File: src/rtl/core_pkg.sv
// ---------------------------------------------------------------------------
// core_pkg
// Shared definitions for the unified memory port arbiter.
//   DEF_ADDR_W / DEF_DATA_W : default address / data widths
//   owner_t                 : which requester owns the read in flight
// ---------------------------------------------------------------------------
package core_pkg;

  localparam int DEF_ADDR_W = 16;
  localparam int DEF_DATA_W = 16;

  typedef enum logic [1:0] {
    OWN_NONE = 2'd0,
    OWN_IF   = 2'd1,
    OWN_MA   = 2'd2
  } owner_t;

endpackage : core_pkg

File: src/rtl/mem_port_arbiter_if.sv
// ---------------------------------------------------------------------------
// mem_port_arbiter_if
// Bundles the fetch port, the memory-access port and the external memory bus
// seen by the arbiter.
//   slave  : arbiter view (takes requests, returns grants/read data, drives
//            the memory address/write data, receives data_from_memory)
//   master : requester/memory view, the mirror image of slave
// ---------------------------------------------------------------------------
interface mem_port_arbiter_if
  import core_pkg::*;
#(
  parameter int ADDR_W = DEF_ADDR_W,
  parameter int DATA_W = DEF_DATA_W
) ();

  // Fetch stage (read-only)
  logic              if_req;
  logic [ADDR_W-1:0] if_addr;
  logic              if_gnt;
  logic              if_rvalid;
  logic [DATA_W-1:0] if_rdata;

  // Memory-access stage (read/write)
  logic              ma_req;
  logic              ma_we;
  logic [ADDR_W-1:0] ma_addr;
  logic [DATA_W-1:0] ma_wdata;
  logic              ma_gnt;
  logic              ma_rvalid;
  logic [DATA_W-1:0] ma_rdata;

  // External memory bus
  logic [ADDR_W-1:0] address_to_memory;
  logic [DATA_W-1:0] data_to_memory;
  logic              data_to_memory_write_en;
  logic [DATA_W-1:0] data_from_memory;

  modport slave (
    input  if_req, if_addr,
    output if_gnt, if_rvalid, if_rdata,
    input  ma_req, ma_we, ma_addr, ma_wdata,
    output ma_gnt, ma_rvalid, ma_rdata,
    output address_to_memory, data_to_memory, data_to_memory_write_en,
    input  data_from_memory
  );

  modport master (
    output if_req, if_addr,
    input  if_gnt, if_rvalid, if_rdata,
    output ma_req, ma_we, ma_addr, ma_wdata,
    input  ma_gnt, ma_rvalid, ma_rdata,
    input  address_to_memory, data_to_memory, data_to_memory_write_en,
    output data_from_memory
  );

endinterface : mem_port_arbiter_if

File: src/rtl/mem_port_arbiter_starve_counter.sv
// ---------------------------------------------------------------------------
// arb_starve_counter
// Counts consecutive contested cycles that fetch has lost and raises
// force_if once the count reaches STARVE_MAX, so fetch wins the next
// contested cycle. STARVE_MAX = 0 disables forcing (strict ma priority).
//   clk, rst_n    : clock, asynchronous active-low reset
//   if_gnt        : fetch was granted this cycle (clears the count)
//   ma_win_contest: both requested and ma was granted (advances the count)
//   force_if      : grant fetch if both request this cycle
// ---------------------------------------------------------------------------
module arb_starve_counter
  import core_pkg::*;
#(
  parameter int STARVE_MAX = 3
) (
  input  logic clk,
  input  logic rst_n,
  input  logic if_gnt,
  input  logic ma_win_contest,
  output logic force_if
);

  localparam int CNT_W = (STARVE_MAX < 1) ? 1 : $clog2(STARVE_MAX + 1);
  localparam logic [CNT_W-1:0] CNT_MAX = CNT_W'(STARVE_MAX);

  logic [CNT_W-1:0] starve_cnt_q;
  logic [CNT_W-1:0] starve_cnt_d;

  always_comb begin
    // NOTE: every always_comb output gets a default first so no path can
    // leave it unassigned and infer a latch.
    starve_cnt_d = starve_cnt_q;
    if (if_gnt) begin
      starve_cnt_d = '0;
    end else if (ma_win_contest && (starve_cnt_q < CNT_MAX)) begin
      starve_cnt_d = starve_cnt_q + CNT_W'(1);
    end
  end

  always_ff @(posedge clk or negedge rst_n) begin
    // NOTE: state flops use non-blocking assignments so every flop samples
    // pre-edge values regardless of process ordering.
    if (!rst_n) begin
      starve_cnt_q <= '0;
    end else begin
      starve_cnt_q <= starve_cnt_d;
    end
  end

  assign force_if = (STARVE_MAX != 0) && (starve_cnt_q == CNT_MAX);

endmodule : arb_starve_counter

File: src/rtl/mem_port_arbiter.sv
// ---------------------------------------------------------------------------
// mem_port_arbiter
// Shares one unified memory port between instruction fetch (read-only) and
// memory access (read/write). One requester is granted per cycle; the owner
// of the read in flight is tracked so the data returning one cycle later is
// routed back to the right stage. Denied requesters stall themselves.
//   clk, rst_n : clock, asynchronous active-low reset
//   bus        : mem_port_arbiter_if.slave (fetch port, memory-access port,
//                external memory bus)
//   if_stall_cnt / ma_stall_cnt (only with ARB_PERF_CNT_EN defined):
//                saturating counts of cycles each requester waited
// Optional build macro: ARB_PERF_CNT_EN
// ADDR_W/DATA_W must match the parameters of the connected interface.
// ---------------------------------------------------------------------------
module mem_port_arbiter
  import core_pkg::*;
#(
  parameter int ADDR_W     = DEF_ADDR_W,
  parameter int DATA_W     = DEF_DATA_W,
  parameter int STARVE_MAX = 3
) (
  input  logic                clk,
  input  logic                rst_n,
  mem_port_arbiter_if.slave   bus
`ifdef ARB_PERF_CNT_EN
  ,
  output logic [15:0]         if_stall_cnt,
  output logic [15:0]         ma_stall_cnt
`endif
);

  logic              force_if;
  logic              if_gnt;
  logic              ma_gnt;
  logic [ADDR_W-1:0] addr_q;
  logic [ADDR_W-1:0] addr_d;
  logic [DATA_W-1:0] mem_wdata;
  logic              mem_we;
  owner_t            owner_q;
  owner_t            owner_d;

  // -------------------------------------------------------------------------
  // Grant: ma wins contention unless fetch has starved long enough. Grants
  // are held off while reset is asserted so nothing reaches the memory.
  // -------------------------------------------------------------------------
  assign if_gnt = rst_n & bus.if_req & (~bus.ma_req | force_if);
  assign ma_gnt = rst_n & bus.ma_req & ~(bus.if_req & force_if);

  assign bus.if_gnt = if_gnt;
  assign bus.ma_gnt = ma_gnt;

  arb_starve_counter #(
    .STARVE_MAX (STARVE_MAX)
  ) u_starve (
    .clk            (clk),
    .rst_n          (rst_n),
    .if_gnt         (if_gnt),
    .ma_win_contest (bus.if_req & bus.ma_req & ma_gnt),
    .force_if       (force_if)
  );

  // -------------------------------------------------------------------------
  // Memory drive. The address register only remembers the last granted
  // address so an idle bus keeps its previous address instead of toggling.
  // -------------------------------------------------------------------------
  always_comb begin
    addr_d    = addr_q;
    mem_wdata = '0;
    mem_we    = 1'b0;
    if (if_gnt) begin
      addr_d = bus.if_addr;
    end else if (ma_gnt) begin
      addr_d = bus.ma_addr;
      if (bus.ma_we) begin
        mem_we    = 1'b1;
        mem_wdata = bus.ma_wdata;
      end
    end
  end

  always_ff @(posedge clk or negedge rst_n) begin
    if (!rst_n) begin
      addr_q <= '0;
    end else begin
      addr_q <= addr_d;
    end
  end

  assign bus.address_to_memory       = addr_d;
  assign bus.data_to_memory          = mem_wdata;
  assign bus.data_to_memory_write_en = mem_we;

  // -------------------------------------------------------------------------
  // Read-owner FSM: state register / next state / outputs.
  // Re-evaluated every cycle, so back-to-back reads pipeline with one-cycle
  // latency; a write or an idle cycle leaves no response pending. Reset
  // clears the owner, dropping any read in flight.
  // -------------------------------------------------------------------------
  always_ff @(posedge clk or negedge rst_n) begin
    if (!rst_n) begin
      owner_q <= OWN_NONE;
    end else begin
      owner_q <= owner_d;
    end
  end

  always_comb begin
    owner_d = OWN_NONE;
    if (if_gnt) begin
      owner_d = OWN_IF;
    end else if (ma_gnt && !bus.ma_we) begin
      owner_d = OWN_MA;
    end
  end

  always_comb begin
    bus.if_rvalid = 1'b0;
    bus.if_rdata  = '0;
    bus.ma_rvalid = 1'b0;
    bus.ma_rdata  = '0;
    case (owner_q)
      OWN_IF: begin
        bus.if_rvalid = 1'b1;
        bus.if_rdata  = bus.data_from_memory;
      end
      OWN_MA: begin
        bus.ma_rvalid = 1'b1;
        bus.ma_rdata  = bus.data_from_memory;
      end
      default: ;
    endcase
  end

`ifdef ARB_PERF_CNT_EN
  // -------------------------------------------------------------------------
  // Stall counters: cycles a requester asked and was not granted, saturating.
  // -------------------------------------------------------------------------
  logic [15:0] if_stall_cnt_q;
  logic [15:0] if_stall_cnt_d;
  logic [15:0] ma_stall_cnt_q;
  logic [15:0] ma_stall_cnt_d;

  always_comb begin
    if_stall_cnt_d = if_stall_cnt_q;
    ma_stall_cnt_d = ma_stall_cnt_q;
    if (bus.if_req && !if_gnt && (if_stall_cnt_q != 16'hFFFF)) begin
      if_stall_cnt_d = if_stall_cnt_q + 16'd1;
    end
    if (bus.ma_req && !ma_gnt && (ma_stall_cnt_q != 16'hFFFF)) begin
      ma_stall_cnt_d = ma_stall_cnt_q + 16'd1;
    end
  end

  always_ff @(posedge clk or negedge rst_n) begin
    if (!rst_n) begin
      if_stall_cnt_q <= '0;
      ma_stall_cnt_q <= '0;
    end else begin
      if_stall_cnt_q <= if_stall_cnt_d;
      ma_stall_cnt_q <= ma_stall_cnt_d;
    end
  end

  assign if_stall_cnt = if_stall_cnt_q;
  assign ma_stall_cnt = ma_stall_cnt_q;
`endif

endmodule : mem_port_arbiter
File: src/flat_wrapper.sv
// flat-port wrapper written by rule: the top's interface ports become plain ports
module mem_port_arbiter_flat import core_pkg::*;
#(
  parameter int ADDR_W     = DEF_ADDR_W,
  parameter int DATA_W     = DEF_DATA_W,
  parameter int STARVE_MAX = 3
)
  (clk, rst_n, bus_if_req, bus_if_addr, bus_if_gnt, bus_if_rvalid, bus_if_rdata, bus_ma_req, bus_ma_we, bus_ma_addr, bus_ma_wdata, bus_ma_gnt, bus_ma_rvalid, bus_ma_rdata, bus_address_to_memory, bus_data_to_memory, bus_data_to_memory_write_en, bus_data_from_memory);
  mem_port_arbiter_if #(.ADDR_W(ADDR_W), .DATA_W(DATA_W)) bus_i ();
  input  logic clk;
  input  logic rst_n;
  input wire logic [$bits(bus_i.if_req)-1:0] bus_if_req;
  input wire logic [$bits(bus_i.if_addr)-1:0] bus_if_addr;
  output wire logic [$bits(bus_i.if_gnt)-1:0] bus_if_gnt;
  output wire logic [$bits(bus_i.if_rvalid)-1:0] bus_if_rvalid;
  output wire logic [$bits(bus_i.if_rdata)-1:0] bus_if_rdata;
  input wire logic [$bits(bus_i.ma_req)-1:0] bus_ma_req;
  input wire logic [$bits(bus_i.ma_we)-1:0] bus_ma_we;
  input wire logic [$bits(bus_i.ma_addr)-1:0] bus_ma_addr;
  input wire logic [$bits(bus_i.ma_wdata)-1:0] bus_ma_wdata;
  output wire logic [$bits(bus_i.ma_gnt)-1:0] bus_ma_gnt;
  output wire logic [$bits(bus_i.ma_rvalid)-1:0] bus_ma_rvalid;
  output wire logic [$bits(bus_i.ma_rdata)-1:0] bus_ma_rdata;
  output wire logic [$bits(bus_i.address_to_memory)-1:0] bus_address_to_memory;
  output wire logic [$bits(bus_i.data_to_memory)-1:0] bus_data_to_memory;
  output wire logic [$bits(bus_i.data_to_memory_write_en)-1:0] bus_data_to_memory_write_en;
  input wire logic [$bits(bus_i.data_from_memory)-1:0] bus_data_from_memory;
  assign bus_i.if_req = bus_if_req;
  assign bus_i.if_addr = bus_if_addr;
  assign bus_if_gnt = bus_i.if_gnt;
  assign bus_if_rvalid = bus_i.if_rvalid;
  assign bus_if_rdata = bus_i.if_rdata;
  assign bus_i.ma_req = bus_ma_req;
  assign bus_i.ma_we = bus_ma_we;
  assign bus_i.ma_addr = bus_ma_addr;
  assign bus_i.ma_wdata = bus_ma_wdata;
  assign bus_ma_gnt = bus_i.ma_gnt;
  assign bus_ma_rvalid = bus_i.ma_rvalid;
  assign bus_ma_rdata = bus_i.ma_rdata;
  assign bus_address_to_memory = bus_i.address_to_memory;
  assign bus_data_to_memory = bus_i.data_to_memory;
  assign bus_data_to_memory_write_en = bus_i.data_to_memory_write_en;
  assign bus_i.data_from_memory = bus_data_from_memory;
  mem_port_arbiter #(.ADDR_W(ADDR_W), .DATA_W(DATA_W), .STARVE_MAX(STARVE_MAX)) u_core (.clk(clk), .rst_n(rst_n), .bus(bus_i));
endmodule
File: config.mk
export PLATFORM = sky130hd
export DESIGN_NAME = mem_port_arbiter_flat
export DESIGN_NICKNAME = d
export VERILOG_FILES = /design/src/rtl/core_pkg.sv /design/src/rtl/mem_port_arbiter_if.sv /design/src/rtl/mem_port_arbiter_starve_counter.sv /design/src/rtl/mem_port_arbiter.sv /design/src/flat_wrapper.sv
export SDC_FILE = /design/constraint.sdc
export NUM_CORES = 1
export LEC_CHECK = 0
export BUFFER_PORTS_ARGS = -buffer_cell sky130_fd_sc_hd__buf_2
export CORE_UTILIZATION = 35
export CTS_CLUSTER_SIZE = 25
export DETAILED_ROUTE_END_ITERATION = 7
export PLACE_DENSITY = 0.77
export SETUP_SLACK_MARGIN = 0.2
export SLEW_MARGIN = 20
export SYNTH_ARGS = -nofsm -noshare
export SYNTH_HDL_FRONTEND = slang
export SYNTH_SLANG_ARGS = --single-unit
File: constraint.sdc
create_clock -name clk -period 1.2 [get_ports clk]
set_input_delay 0.06 -clock clk [delete_from_list [all_inputs] [get_ports clk]]
set_output_delay 0.06 -clock clk [all_outputs]
set_load 0.01 [all_outputs]
==> results of run 1 <==
worst paths after layout:
check                           cells past startpoint                               to
worst max register to register                      5                 u_core.addr_q[9]
worst min register to register                      2  u_core.u_starve.starve_cnt_q[1]
max in group asynchronous                           3                u_core.addr_q[11]
min in group asynchronous                           3                u_core.addr_q[12]
worst max-delay path                                5         bus_address_to_memory[9]
worst min-delay path                                3                u_core.addr_q[12]
Yosys cell counts (2+ instances only):
cell      number
o22ai_1       22
and2_1        33
and3_1        16
buf_12         3
a211oi_2      10
nor3_1        17
buf_6          4
inv_1          2
buf_2          4
dfrtp_1       20
a211oi_1       6
and2b_1        2
nand2_1        2
o22ai_2       10
o21ai_1        2
worst min-delay path: cells and delay by family:
family          cells  cell delay (ns)
compound gates      2             0.16
buf+inv             1             0.11
metal layers:
metal | track usage | routed length (um)
met1 | 0.2559 | 2594
met2 | 0.4882 | 3724
met3 | 0.03175 | 416
met4 | 0.08222 | 139
met5 | 0 | 0
kinds of logic after synthesis:
group           Yosys count  synth area share
simple gates             78            0.3125
compound gates           50            0.2731
flops                    20            0.3086
buf+inv                  16           0.09799
fa+ha+maj                 1          0.007715
repair_timing:
item | in CTS | in global routing
cloned | 10 | 0
hold buffers | 5 | 0
pin swaps | 44 | 16
buffers inserted | 1 | 9
resized for setup | 54 | 67
endpoints found under the setup margin | 88 | 96
endpoints found under the hold margin | 20 | 0
placed cells by master, fill, tap and decap left out:
master          Yosys  layout
buf_2               4      86
buf_6               4      57
and2_4              1      37
o22ai_1            22      19
dfrtp_1            20      19
a211oi_2           10      16
and3_4              0      15
buf_4               1      15
o22ai_2            10      13
nor3_2              0       8
nor3_4              0       7
dlygate4sd3_1       0       4
nand3_4             1       3
clkbuf_8            0       3
buf_12              3       3
inv_1               2       2
and2b_4             0       2
nor3_1             17       2
nand2_1             2       2
o21ai_2             0       2
nor2_4              0       2
nand2_4             1       1
nor2_8              1       1
and3_1             16       1
and2b_1             2       1
nand2_8             1       1
nor2_2              0       1
nor2b_4             0       1
ha_4                0       1
and2b_2             0       1
dlymetal6s4s_1      0       1
dfrtp_2             0       1
stage by stage:
step / instances / utilization / TNS [ns]
after global routing: 380 / 0.7545 / -24.29
final: 380 / 0.7545 / -20.94
after floorplan: 165 / - / -4.044
after detailed placement: 352 / 0.5734 / -8.650
after CTS: 371 / 0.6726 / -17.38
after global placement: 352 / 0.5734 / -7.609
cell type report:
class,count,area share
clock buffer,3,0.01240
inverter,2,0.002254
multi-input combinational,137,0.4256
sequential,20,0.1506
tap,52,0.01953
timing repair buffer,166,0.3896
flip-flops by register name, indices dropped and copies added, names as in the netlist:
name,count
u_core.u_starve.starve_cnt_q,2
u_core.addr_q,16
u_core.owner_q,2
report_power, final:
part | internal, uW | leakage, uW | switching (uW) | total, uW
Sequential | 773 | 0.000231 | 77.5 | 851
Combinational | 607 | 0.00127 | 553 | 1160
Clock | 225 | 0.0000216 | 246 | 472
Total | 1610 | 0.00152 | 877 | 2480
==> impl_metrics.yaml, run 1 <==
run_status:
  status: "complete, but fails checks"
  violations: "negative setup slack"
route:
  drtIter0Drc: 65
  drc: 0
  vias: 2122
  first_pass_iters: 5
  viasPerCell: 5.584
  wl_per_cell_um: 18.09
  ant_nets: 0
  drt-total-wl_um: 6874
logic_synthesis:
  synthCells: 165
  async_flop_share: 1.000
  ys_top_cells_by_area: "dfrtp_1 (31%), and2_1 (13%), o22ai_1 (8.5%)"
  ys_types: 27
  synth_top_area_frac: 0.3086
  synth_enable_flop_cells: 0
  synthesis.area_um2: 1622
  yosysSeqAreaShare: 0.3086
  ys_warn_count: 0
  ys.flop_type: "dfrtp_1"
  syn_area_per_cell_um2: 9.828
  ys_ff_latch: 20
  yosysTopAreaCell: "dfrtp_1"
  syn-num-nets: 235
floorplan:
  dieArea_um2: 4909
  fp.dieW_um: 70.07
  rows: 24
  core_area_um2: 4414
  initial_core_util: 0.3673
  io_pins: 138
  die_h_um: 70.07
sta:
  setup_viol_count_final: 86
  period_minus_slack_ns: 1.703
  slew_headroom: 0.7621
  rsz0062_at_grt: "yes"
  timing.final.max_slew_violations: 0
  finalCritPeriodShare: 1.420
  hold_viol: 0
  max_freq_ghz: 0.5870
  fin_ws_ns: -0.5035
  max_slew.worst_pin.slew_ns: 0.3568
  fin_skew_ns: 0.001513
  hold_slack_ns: 0.1009
cells_and_area:
  multi_input_area_um2: 1418
  final-seq-area_um2: 501.7
  n_antenna_cell: 0
  fillerInstances: 287
  nNetsFinal: 400
  final_area_um2: 3331
  area_growth_pct: 105.4
  layout-drive-gt1-share: 0.8445
clocking:
  cts_max_level: 1
  root_buffer: "clkbuf_8"
  clockBufferDepth: 2
  clk_latency_ns: 0.27
  numCtsBuffers: 3
  clk_pin_slew_ns: 0.08
  cts_tree: "built"
  cts_sinks: 20
setup_path:
  cp_max_fo: 7
  crit_family: "flip-flops"
  cp.arrival_ns: 1.64
  path_buf_inv: 1
  critPathLaunch: "u_core.u_starve.starve_cnt_q[0]"
  cp_slowest_cell: "dfrtp_1"
  crit_path_cell_trace: "ha_4 > and2_4 > nor3_2 > a211oi_2 > buf_2"
  cp_data_required_time_ns: 1.14
  regToRegStartpoint: "u_core.u_starve.starve_cnt_q[0]"
  crit_type: "reg2out"
  critPathCaptureType: "primary output"
  r2r_slack_ns: -0.20
  critPathMaxStageDelay_ns: 0.40
  cp-start-kind: "flop"
placed_design:
  dp_hpwl_um: 3652
  port_buffers: 137
  placedInstanceArea_um2: 2531
  post-place-ws_ns: -0.2706
  gp_congestion: 0.7823
grt:
  grt_pass1_wl_um: 9577
  grt_pass1_vias: 2042
  grt_max_degree: 20
  antenna_found_initial: 0
  overflow: 0
  gr-usage-all-layers: 0.2440
power_and_ir_drop:
  vdd_drop_max_uv: 849.5
  powerDensity_nw_per_um2: 745.4
  leakagePower_uw: 0.001519
  finalPower_uw: 2483
worst_hold_path:
  hp-class: "in2reg"
  worstHoldStart: "bus_if_addr[12]"
job:
  cap_violations: 0
No activity file was read; power rests on OpenSTA's default activity.
==> run 2, diff against run 1 <==
--- a/config.mk
+++ b/config.mk
@@ -15,3 +15,4 @@
 export SYNTH_ARGS = -nofsm -noshare
 export SYNTH_HDL_FRONTEND = slang
 export SYNTH_SLANG_ARGS = --single-unit
+export TNS_END_PERCENT = 10
==> run 2 against run 1 <==
The flow still finishes with violations (negative setup slack). Via count is 9.9% lower. Clock-buffer cell count rose by 1. Final cell count fell by 2.6%. Sequential share of layout area up 3.7 points. Flip-flop and latch count stayed put. Worst setup slack worse by 0.028 ns. Maximum frequency is 1.6% lower. Hold slack gained 0.028 ns. Global-route usage fell by 4.6 points. Critical path type unchanged. Largest cell class unchanged.
==> impl_metrics.yaml, run 2 (synthesized netlist as in run 1, its figures left out) <==
power_and_ir_drop:
  leakagePower_uw: 0.001405
  finalPower_uw: 2269
  vdd_drop_max_uv: 591.8
  powerDensity_nw_per_um2: 849.9
cells_and_area:
  stdcell_count: 370
  layout-drive-gt1-share: 0.6572
  reg_top3: "u_core.addr_q: 16 flops, u_core.owner_q: 2 flops, u_core.u_starve.starve_cnt_q: 2 flops"
  nNetsFinal: 389
  largest-register: "u_core.addr_q"
  area_growth_pct: 64.66
  largest_reg_flops: 16
  final_common_cell: "buf_2"
  final_cell_mix: "buf_2 (136), and2_1 (32), o22ai_1 (22)"
  n_antenna_cell: 0
worst_hold_path:
  hp-class: "in2reg"
route:
  drc: 0
  ant_nets: 0
  wl_met1_um: 1915
  wl_per_cell_um: 13.88
  dr_wl_met3_um: 400
  first_pass_iters: 4
  met2_length_um: 2771
  vias: 1911
  top_layer_used: "met4"
  drt-total-wl_um: 5136
  drtIter0Drc: 30
  viasPerCell: 5.165
sta:
  hold_slack_ns: 0.1292
  setup_viol_count_final: 83
  timing.final.max_slew_violations: 0
  fin_skew_ns: 0.005322
  fin_ws_ns: -0.5320
  finalCritPeriodShare: 1.443
  slew_headroom: 0.5636
  max_freq_ghz: 0.5774
  period_minus_slack_ns: 1.732
  hold_viol: 0
  rsz0062_at_grt: "yes"
  max_slew.worst_pin.slew_ns: 0.6546
clocking:
  clk_pin_slew_ns: 0.08
  cts_sinks: 20
  cts_max_level: 1
  clockBufferDepth: 2
  clk_latency_ns: 0.26
  cts_tree: "built"
  root_buffer: "clkbuf_8"
  numCtsBuffers: 3
placed_design:
  placed_cells: 353
  port_buffers: 137
  gp_congestion: 0.8604
  dp_hpwl_um: 3721
setup_path:
  cp.arrival_ns: 1.67
  cp-start-kind: "flop"
  cp_data_required_time_ns: 1.14
  critPathCaptureType: "primary output"
  crit_type: "reg2out"
  cp_max_fo: 6
floorplan:
  fp.dieW_um: 70.07
  dieArea_um2: 4909
  io_pins: 138
  rows: 24
  die_h_um: 70.07
  core_area_um2: 4414
  initial_core_util: 0.3673
grt:
  grt_pass1_wl_um: 7941
  grt_pass1_vias: 1796
  grt_max_degree: 20
  antenna_found_initial: 0
  gr-usage-all-layers: 0.1980
  overflow: 0
run_status:
  violations: "negative setup slack"
  status: "complete, but fails checks"
job:
  cap_violations: 0
[run 2: changes by cell type in the layout (fill, tap and decap cells not counted), moves of 3 or more]
| cell | change |
|---|---|
| nor3_1 | +6 |
| o22ai_1 | +3 |
| buf_2 | +50 |
| buf_6 | -52 |
| and2_4 | -35 |
| and3_4 | -15 |
| o22ai_2 | -3 |
| and3_1 | +15 |
| dlygate4sd3_1 | -3 |
| nor3_4 | -6 |
| and2_1 | +32 |
[run 2: stage by stage]
| stage | area [um^2] | TNS (ns) | setup slack (ns) | util |
|---|---|---|---|---|
| detailed placement | 2456 | -6.744 | -0.2471 | 0.5564 |
| finish | 2670 | -20.30 | -0.5320 | 0.6049 |
| global placement | 2456 | -4.888 | -0.1907 | 0.5564 |
| global route | 2670 | -26.56 | -0.6044 | 0.6049 |
| floorplan | 1713 | -3.424 | -0.1795 | - |
| CTS | 2589 | -18.71 | -0.4997 | 0.5865 |
[run 2: metal layers]
metal / up-vias / GRT usage
li1: 925 / -
met1: 864 / 0.2138
met2: 118 / 0.3921
met3: 4 / 0.02165
met4: 0 / 0.06667
met5: - / 0
[run 2: path summary, 6_finish.rpt]
path / slack (ns) / cells past startpoint / start / end
setup / recovery: -0.53 / 7 / u_core.u_starve.starve_cnt_q[0] / bus_address_to_memory[11]
hold / removal: 0.13 / 3 / bus_ma_addr[6] / u_core.addr_q[6]
setup reg to reg: -0.34 / 8 / u_core.u_starve.starve_cnt_q[0] / u_core.addr_q[11]
hold reg to reg: 0.57 / 2 / u_core.u_starve.starve_cnt_q[1] / u_core.u_starve.starve_cnt_q[1]
max in group asynchronous: 0.33 / 3 / rst_n / u_core.u_starve.starve_cnt_q[0]
min in group asynchronous: 0.37 / 3 / rst_n / u_core.addr_q[14]
[run 2: layout make-up]
type | instances | area [um^2]
clock buffers | 4 | 55.05
fillers | 364 | 1744
inverters | 2 | 7.507
multi-input cells | 130 | 1077
flip-flops and latches | 20 | 500.5
well taps | 52 | 65.06
repair buffers | 162 | 964.7
[run 2: report_power, final]
group	switching [uW]	internal (uW)
Clock	224	292
Combinational	452	458
Sequential	70.4	773
Total	746	1520
[run 2: what timing repair did]
action / CTS / global route
resized for setup: 0 / 10
endpoints found under the hold margin: 20 / 0
buffers inserted: 6 / 4
setup endpoints to repair: 88 / 102
pin swaps: 33 / 7
hold buffers: 2 / 0
cloned: 0 / 1
[run 2: critical path, cell delays in order, from the launching register on]
cell and delay, ns:
dfrtp_1 0.40, ha_4 0.17, and2_4 0.20, buf_6 0.12, buf_12 0.10, nor3_4 0.04
a211oi_2 0.22, buf_2 0.17
==> run 3, diff against run 2 <==
--- a/config.mk
+++ b/config.mk
@@ -5,11 +5,11 @@
 export SDC_FILE = /design/constraint.sdc
 export NUM_CORES = 1
 export LEC_CHECK = 0
-export BUFFER_PORTS_ARGS = -buffer_cell sky130_fd_sc_hd__buf_2
-export CORE_UTILIZATION = 35
+export CORE_UTILIZATION = 40
 export CTS_CLUSTER_SIZE = 25
 export DETAILED_ROUTE_END_ITERATION = 7
-export PLACE_DENSITY = 0.77
+export DONT_BUFFER_PORTS = 1
+export PLACE_DENSITY = 0.56
 export SETUP_SLACK_MARGIN = 0.2
 export SLEW_MARGIN = 20
 export SYNTH_ARGS = -nofsm -noshare
==> run 3 against run 2 <==
The flow still finishes with violations (negative setup slack). Final cell count down 35%. Largest power group is now registers. Combinational power down 15%. Die area down 12%. Clock power up 36%. Clock-buffer cell count down 1. Flip-flop and latch count unchanged. Critical path type unchanged. Worst setup slack better by 0.086 ns. Cell area down 22%. Largest cell class unchanged.
==> impl_metrics.yaml, run 3 (synthesized netlist as in run 1, its figures left out) <==
setup_path:
  crit_type: "reg2out"
  cp-start-kind: "flop"
  cp_max_fo: 7
  cp.arrival_ns: 1.59
  r2r.worst_path.cells: 5
  cp_data_required_time_ns: 1.14
  r2r_slack_ns: -0.16
  crit_end: "bus_address_to_memory[8]"
  critPathLaunch: "u_core.u_starve.starve_cnt_q[1]"
  regToRegStartpoint: "u_core.u_starve.starve_cnt_q[1]"
  r2r_end: "u_core.addr_q[8]"
  critPathCaptureType: "primary output"
cells_and_area:
  layout-drive-gt1-share: 0.5340
  area_growth_pct: 28.63
  largest_reg_flops: 16
  stdcell_count: 239
  final_common_cell: "buf_4"
  final_cell_mix: "buf_4 (26), o22ai_1 (22), and2_1 (22)"
  post-route-util: 0.5531
  n_antenna_cell: 0
  largest-register: "u_core.addr_q"
  final_area_um2: 2086
  reg_top3: "u_core.addr_q: 16 flops, u_core.owner_q: 2 flops, u_core.u_starve.starve_cnt_q: 2 flops"
  nNetsFinal: 262
run_status:
  status: "complete, but fails checks"
  violations: "negative setup slack"
power_and_ir_drop:
  p_clk_frac: 0.302
  p_int_uw: 1617
  power_switching_uw: 695.9
  sequentialPowerShare: 0.365
  vdd_drop_max_uv: 527.7
  leakagePower_uw: 0.0008303
  switching_share: 0.3009
  combPwrFrac: 0.333
  powerDensity_nw_per_um2: 1109
  finalPower_uw: 2313
clocking:
  root_buffer: "clkbuf_8"
  numCtsBuffers: 3
  cts_tree: "built"
  clk_latency_ns: 0.26
  clockBufferDepth: 2
  clk_pin_slew_ns: 0.09
  cts_max_level: 1
  cts_sinks: 20
route:
  wl_per_cell_um: 20.25
  ant_nets: 0
  drtIter0Drc: 55
  drc: 0
  viasPerCell: 6.435
  first_pass_iters: 4
  drt-total-wl_um: 4839
  vias: 1538
floorplan:
  dieArea_um2: 4313
  die_h_um: 65.67
  rows: 22
  core_area_um2: 3771
  fp.dieW_um: 65.67
  initial_core_util: 0.4300
  io_pins: 138
worst_hold_path:
  hp-class: "in2reg"
sta:
  setup_viol_count_final: 79
  finalCritPeriodShare: 1.371
  hold_viol: 0
  slew_headroom: 0.4593
  fin_skew_ns: 0.005274
  max_freq_ghz: 0.6076
  timing.final.max_slew_violations: 0
  max_slew.worst_pin.slew_ns: 0.8102
  rsz0062_at_grt: "yes"
  hold_slack_ns: 0.009012
  fin_ws_ns: -0.4458
  period_minus_slack_ns: 1.646
grt:
  grt_pass1_vias: 1407
  gr-usage-all-layers: 0.2045
  overflow: 0
  antenna_found_initial: 0
  grt_pass1_wl_um: 6686
  grt_max_degree: 42
placed_design:
  dp_hpwl_um: 3039
  placed_cells: 220
  placedInstanceArea_um2: 1775
  port_buffers: 0
  gp_congestion: 0.7878
job:
  cap_violations: 0
## run 3: cell count changes in the layout (fill, tap and decap cells not counted), sizes merged
| cell | delta |
|---|---|
| buf | -132 |
| clkbuf | -1 |
| nand3 | +1 |
| dlymetal6s4s | -1 |
| dlygate4sd3 | +2 |
| and2 | +3 |
| bufinv | +1 |
## run 3: routing by layer
metal / global-route usage / vias up / routed length (um) / part of all wire
met3: 0.03646 / 2 / 356 / 0.074
met4: 0.05163 / 0 / 13 / 0.0027
met5: 0 / - / 0 / 0
met2: 0.3776 / 95 / 2578 / 0.53
met1: 0.2392 / 764 / 1891 / 0.39
li1: - / 677 / - / -
## run 3: per-stage QoR
step | setup TNS, ns | setup slack [ns]
floorplan | -3.424 | -0.1795
global placement | -4.141 | -0.1692
detailed placement | -6.094 | -0.2366
CTS | -14.39 | -0.4127
global route | -19.65 | -0.5048
finish | -15.02 | -0.4458
## run 3: layout make-up
type | instances | area (um^2)
Clock inverter | 1 | 30.03
Sequential cell | 20 | 500.5
Inverter | 2 | 7.507
Timing Repair Buffer | 31 | 256.5
Tap cell | 48 | 60.06
Fill cell | 332 | 1685
Multi-Input combinational cell | 134 | 1190
Clock buffer | 3 | 41.29
## run 3: critical path, stage by stage, from the launching register on
cell and delay (ns):
dfrtp_1 0.41, ha_4 0.22, and2_4 0.22, nor3_2 0.05, a211oi_2 0.25, buf_4 0.16
## run 3: power by group through the flow
stage          Combinational [uW]  Clock (uW)  Sequential, uW
3_3_place_gp                  620           0             846
3_5_place_dp                  638           0             855
5_1_grt                       833         738             857
4_1_cts                       683         714             840
2_1_floorplan                 512           0             841
6_report                      771         698             844
## run 3: worst min path at each step
stage	startpoint	endpoint	slack (ns)	depth (start not counted)
floorplan	rst_n	u_core.addr_q[0]	-0.24	0
global placement	rst_n	u_core.addr_q[2]	-0.23	0
detailed placement	rst_n	u_core.addr_q[2]	-0.23	0
CTS	rst_n	u_core.addr_q[2]	-0.53	0
global route	bus_if_addr[13]	u_core.addr_q[13]	0.009	2
finish	bus_if_addr[13]	u_core.addr_q[13]	0.009	2
## run 3: what timing repair did
item,in CTS,in global routing
setup buffers,1,5
pin swaps,10,21
endpoints found under the setup margin,88,89
hold buffers,2,2
gates cloned,5,0
gates resized for setup,12,18
hold endpoints to repair,23,22
